$ cat src/rtl/fwd_scoreboard.sv
// Forwarding and load-use hazard unit: tracks in-flight producers, picks the
// youngest forwarding source per operand port and stalls on not-yet-ready loads.
module fwd_scoreboard #(
    parameter int REG_ADDR_SIZE = 5,
    parameter int N_READ        = 2,
    parameter int FWD_DEPTH     = 3,
    parameter int LOAD_LAT      = 1,
    localparam int SEL_W        = $clog2(FWD_DEPTH + 1)
) (
    input  logic                            i_clk,
    input  logic                            i_reset,
    input  logic                            i_enable,
    input  logic                            i_flush,
    input  logic                            i_issue_valid,
    input  logic                            i_issue_wb,
    input  logic                            i_issue_is_load,
    input  logic [REG_ADDR_SIZE-1:0]        i_issue_addr,
    input  logic [N_READ*REG_ADDR_SIZE-1:0] i_rd_addr,
    output logic [N_READ*SEL_W-1:0]         o_fwd_sel,
    output logic                            o_stall,
    output logic [15:0]                     o_stall_cycles
);

    logic [FWD_DEPTH-1:0]                    slot_valid_r;
    logic [FWD_DEPTH-1:0]                    slot_wb_r;
    logic [FWD_DEPTH-1:0]                    slot_load_r;
    logic [FWD_DEPTH-1:0][REG_ADDR_SIZE-1:0] slot_addr_r;
    logic [15:0]                             stall_cycles_r;

    logic [FWD_DEPTH-1:0]                    slot_ready_s;
    logic [N_READ-1:0][SEL_W-1:0]            sel_s;
    logic [N_READ-1:0]                       req_s;
    logic                                    stall_s;
    logic                                    push_s;

    // A loaded value becomes forwardable once it has travelled LOAD_LAT slots.
    always_comb begin
        slot_ready_s = '0;
        for (int k = 0; k < FWD_DEPTH; k++) begin
            slot_ready_s[k] = !slot_load_r[k] || (k >= LOAD_LAT);
        end
    end

    // Per-port source select; scanning oldest to youngest lets the nearest
    // match overwrite, so a not-ready young load can never be bypassed.
    always_comb begin
        sel_s = '0;
        req_s = '0;
        for (int r = 0; r < N_READ; r++) begin
            for (int k = FWD_DEPTH - 1; k >= 0; k--) begin
                if ((i_rd_addr[r*REG_ADDR_SIZE +: REG_ADDR_SIZE] != '0) &&
                    slot_valid_r[k] && slot_wb_r[k] &&
                    (slot_addr_r[k] == i_rd_addr[r*REG_ADDR_SIZE +: REG_ADDR_SIZE])) begin
                    if (slot_ready_s[k]) begin
                        sel_s[r] = SEL_W'(k + 1);
                        req_s[r] = 1'b0;
                    end else begin
                        sel_s[r] = '0;
                        req_s[r] = 1'b1;
                    end
                end else begin
                    sel_s[r] = sel_s[r];
                    req_s[r] = req_s[r];
                end
            end
        end
    end

    // Stall gating and slot-0 admission.
    always_comb begin
        stall_s = i_issue_valid && (|req_s);
        push_s  = i_issue_valid && !stall_s && !i_flush;
    end

    assign o_fwd_sel      = sel_s;
    assign o_stall        = stall_s;
    assign o_stall_cycles = stall_cycles_r;

    // Producer pipeline; a flush kills both the issuing instruction and the
    // one leaving slot 0, since both sit on the wrong path.
    always_ff @(posedge i_clk or posedge i_reset) begin
        if (i_reset) begin
            slot_valid_r <= '0;
            slot_wb_r    <= '0;
            slot_load_r  <= '0;
            slot_addr_r  <= '0;
        end else if (i_enable) begin
            for (int k = FWD_DEPTH - 1; k >= 1; k--) begin
                slot_valid_r[k] <= slot_valid_r[k-1] && !(i_flush && (k == 1));
                slot_wb_r[k]    <= slot_wb_r[k-1];
                slot_load_r[k]  <= slot_load_r[k-1];
                slot_addr_r[k]  <= slot_addr_r[k-1];
            end
            slot_valid_r[0] <= push_s;
            slot_wb_r[0]    <= i_issue_wb;
            slot_load_r[0]  <= i_issue_is_load;
            slot_addr_r[0]  <= i_issue_addr;
        end
    end

    // Saturating stall-cycle counter; flush cycles are not counted.
    always_ff @(posedge i_clk or posedge i_reset) begin
        if (i_reset) begin
            stall_cycles_r <= 16'h0000;
        end else if (i_enable && stall_s && !i_flush && (stall_cycles_r != 16'hFFFF)) begin
            stall_cycles_r <= stall_cycles_r + 16'h0001;
        end
    end

endmodule

$ cat config.mk
export PLATFORM = sky130hd
export DESIGN_NAME = fwd_scoreboard
export DESIGN_NICKNAME = d
export VERILOG_FILES = /design/src/rtl/fwd_scoreboard.sv
export SDC_FILE = /design/constraint.sdc
export NUM_CORES = 1
export LEC_CHECK = 0
export ABC_AREA = 1
export CAP_MARGIN = 20
export CORE_MARGIN = 5
export CORE_UTILIZATION = 47
export CTS_CLUSTER_DIAMETER = 60
export DETAILED_ROUTE_END_ITERATION = 8
export HOLD_SLACK_MARGIN = 0.03
export PLACE_DENSITY = 0.76
export SLEW_MARGIN = 10
export SYNTH_ARGS = -nofsm -noshare
export SYNTH_HDL_FRONTEND = slang
export SYNTH_SLANG_ARGS = --single-unit
$ cat constraint.sdc
create_clock -name i_clk -period 1.65 [get_ports i_clk]
set_input_delay 0.4125 -clock i_clk [delete_from_list [all_inputs] [get_ports i_clk]]
set_output_delay 0.4125 -clock i_clk [all_outputs]
set_load 0.05 [all_outputs]
==> results.toml, run 1 <==
[status]
status = "complete, but fails checks"
violated_checks = "setup timing"

[clocking]
clock_edge_transition_at_the_registers_on_the_reported_setup_and_hold_paths_ns = 0.08
post_cts_hold_buffer_count = 0
cts_tree = "built"
worst_skew_pair.late_latency_ns = 0.30
cts_made_buffers = 5
clock_sinks = 38
maximum_buffer_depth_of_the_clock_tree = 2
cts_root_buf = "sky130_fd_sc_hd__clkbuf_8"
clock_tree.htree_level_count = 2

[sta]
clock.fmax_ghz = 0.4627
finClkSkew_ns = 0.005695
finalHoldViolations = 0
rsz0062_at_grt = "true"
number_of_setup_violations_in_the_final_report = 23
slew_headroom_pct = 70.08
slew_violations = 0
timing.final.crit_share_pct = 131.0
shortest_period_the_worst_path_allows_ns = 2.161
layout_setup_ws_ns = -0.5110
worst_slew_pin_slew_ns = 0.4488

[detailed_routing]
routed_via_density = 5.134
detail_route.iter0.violations = 187
ant_nets = 0
post_drt_wl_per_cell_um = 15.22
finalWirelength_um = 7501
firstDrtPassIters = 4
detailroute.via_count = 2531
route.detailed.drc = 0

[worst_setup_path]
cells_along_the_critical_path = "inv_2, nand2_1, nand2_1, nand2_1, nor2_2, nand2_2, buf_4, o21ai_2, buf_12"
criticalPathCategory = "flop to primary output"
critical_path.max_stage_delay_ns = 0.46
critical_path.max_fanout = 5
critPathLaunchType = "flop"
cp_top_family = "flip-flops"
critical_path.slowest_cell = "sky130_fd_sc_hd__dfrtp_2"
worst-endpoint-arrival_ns = 1.75
crit_required_ns = 1.24
timing.critical_path.depth = 9
worst_path_most_repeated_cell = "sky130_fd_sc_hd__nand2_1"
endpoint_type_of_the_worst_setup_path = "primary output"
crit_buf_inv = 3
cells_on_worst_reg2reg_path = 14

[placement]
place_area_mm2 = 0.003379
preCtsSetupSlack_ns = -0.7610
io_buffer_count = 42
place.gp.congestion = 0.9528
half_perimeter_wire_length_after_detailed_placement_um = 4892

[cells_and_area]
post_route_cells_drive_above_1_share_pct = 42.72
finalCoreUtilization_pct = 81.54
final_design_area_no_fill_mm2 = 0.003851
most_used_cells_in_the_layout_excluding_fill_and_tap_cells = "sky130_fd_sc_hd__nand2_1 (94), sky130_fd_sc_hd__buf_4 (48), sky130_fd_sc_hd__inv_1 (29), sky130_fd_sc_hd__dfrtp_1 (28), sky130_fd_sc_hd__buf_12 (22)"
antenna-diode-count = 0
area.growth.synth_to_final_pct = 69.49
fillers = 284
final_net_count = 448
final_common_cell = "sky130_fd_sc_hd__nand2_1"

[synth]
synth_seq_cells = 38
synth.cell_area_mm2 = 0.002272
ys_seq_area_share_pct = 41.85
syn_avg_cell_area_um2 = 7.168
yosysWarnings = 0
yosys-top-cells-area = "sky130_fd_sc_hd__dfrtp_1 (42%), sky130_fd_sc_hd__nand2_1 (18%), sky130_fd_sc_hd__inv_1 (7.3%)"
synth_area_leader_cell = "sky130_fd_sc_hd__dfrtp_1"
mappedNetlistNets = 340
synth_top_area_share_pct = 41.85
netlist_instances = 317
yosys.cell_types.count = 29

[grt]
grt_pass1_wl_um = 11800
grt_antenna_before_repair = 0
first_global_vias = 2558
grt_start_max_net_pins = 39
grt_usage_pct = 23.48
globalRouteOverflowTotal = 0

[pwr]
power_density_mw_per_mm2 = 610.6
swShare_pct = 28.69
p_int_uw = 1677
worst_ir_drop_vdd_mv = 0.4094
power.share.combinational_pct = 20.7
total_switching_power_uw = 674.6
total_leakage_power_uw = 0.001910
clock_power_share_pct = 34.3
power.share.sequential_pct = 45.0

[floorplanning]
num_io_pins = 43
dieArea_mm2 = 0.006325
die_width_um = 79.53
row_count = 25
die_height_um = 79.53
core_area_mm2 = 0.004723
initial_core_util_pct = 48.11

[job]
max-cap-violations = 0

[worst_hold_path]
timing.hold.worst.class = "input pin to asynchronous set/reset pin"
path summary, 6_finish.rpt:
kind / endpoint / from / slack, ns
max: o_fwd_sel[2] / slot_addr_r[2]$_DFFE_PP0P_ / -0.51
min: slot_addr_r[4]$_DFFE_PP0P_ / i_reset / 0.47
max reg2reg: slot_addr_r[2]$_DFFE_PP0P_ / slot_addr_r[2]$_DFFE_PP0P_ / -0.31
min reg2reg: slot_valid_r[2]$_DFFE_PP0P_ / slot_valid_r[2]$_DFFE_PP0P_ / 0.50
max in group asynchronous: slot_addr_r[2]$_DFFE_PP0P_ / i_reset / 0.96
min in group i_clk: slot_valid_r[2]$_DFFE_PP0P_ / slot_valid_r[2]$_DFFE_PP0P_ / 0.50
worst min-delay path, cell delays in order:
cell,delay (ns)
sky130_fd_sc_hd__clkdlybuf4s50_1,0.40
sky130_fd_sc_hd__inv_1,0.09
sky130_fd_sc_hd__buf_12,0.23
Yosys cell counts, drive strengths merged:
cell / n
nand2: 112
inv: 49
dfrtp: 38
o21ai: 25
nor2: 21
nand3: 18
a21oi: 9
xor2: 9
nand3b: 6
nand4: 5
clkbuf: 4
nor3: 4
xnor2: 4
o22ai: 3
a221oi: 2
buf: 2
nor4: 2
a211oi: 1
ha: 1
o211ai: 1
or2: 1
per-stage QoR:
step           cells  hold slack [ns]  TNS, ns  power [uW]
6_report         493           0.4688   -5.512        2351
5_1_grt          493           0.5004   -7.432        2439
4_1_cts          487           0.4834   -4.128        2310
3_5_place_dp     464           0.4668   -14.18        1447
3_3_place_gp     464           0.4582   -14.36        1441
2_1_floorplan    317           0.4417  -0.8331        1240
timing repair:
action                                  4_1_cts  5_1_grt
buffers inserted                             14        6
pin swaps                                    19       28
endpoints found under the setup margin       22       23
cloned                                        1        1
hold endpoints to repair                      0        0
resized for setup                            59       44
final cells by class:
cell class | instances | area (um2) | share of cell area (%)
Multi-Input combinational cell | 224 | 1324 | 34.37
Timing Repair Buffer | 106 | 1177 | 30.57
Sequential cell | 38 | 963.4 | 25.02
Inverter | 49 | 188.9 | 4.906
Tap cell | 67 | 83.83 | 2.177
Clock buffer | 6 | 72.57 | 1.884
Clock inverter | 2 | 37.54 | 0.9747
Timing Repair inverter | 1 | 3.754 | 0.09747
power by group through the flow:
stage / clock, uW / sequential (uW) / combinational (uW)
final: 808 / 1060 / 486
after global routing: 851 / 1060 / 525
after CTS: 812 / 1050 / 449
after detailed placement: 0 / 1070 / 380
after global placement: 0 / 1070 / 376
after floorplan: 0 / 1050 / 186
registers in the layout, indices dropped and copies added, names as in the netlist:
signal and flops:
slot_load_r 1, slot_valid_r 3, slot_wb_r 3, o_stall_cycles 16, slot_addr_r 15
per-layer routing:
layer | GRT usage, % | vias to the layer above | wire length [um]
met1 | 30.88 | 1199 | 3163
met3 | 4.402 | 19 | 444
met2 | 39.15 | 94 | 3695
met5 | 0 | - | 0
met4 | 6.873 | 0 | 198
li1 | - | 1219 | -
kinds of logic (layout without fill, tap and decap cells):
group / count (synthesis) / in the layout / synth area share [%]
DFF: 38 / 38 / 41.85
buffers and inverters: 55 / 164 / 9.747
adders and majority gates: 1 / 1 / 0.5506
and+or+nand+nor: 169 / 169 / 33.09
xor gates and xnor gates: 13 / 13 / 5.011
AOI/OAI and AO/OA: 41 / 41 / 9.747
Power figures use the tool's default switching activity.
==> inputs of run 2 (changes only) <==
--- a/config.mk
+++ b/config.mk
@@ -13,7 +13,7 @@
 export DETAILED_ROUTE_END_ITERATION = 8
 export HOLD_SLACK_MARGIN = 0.03
 export PLACE_DENSITY = 0.76
-export SLEW_MARGIN = 10
+export SLEW_MARGIN = 20
 export SYNTH_ARGS = -nofsm -noshare
 export SYNTH_HDL_FRONTEND = slang
 export SYNTH_SLANG_ARGS = --single-unit
==> results of run 2 <==
Same layout as run 1: the final DEF is identical, and so are final timing and power.
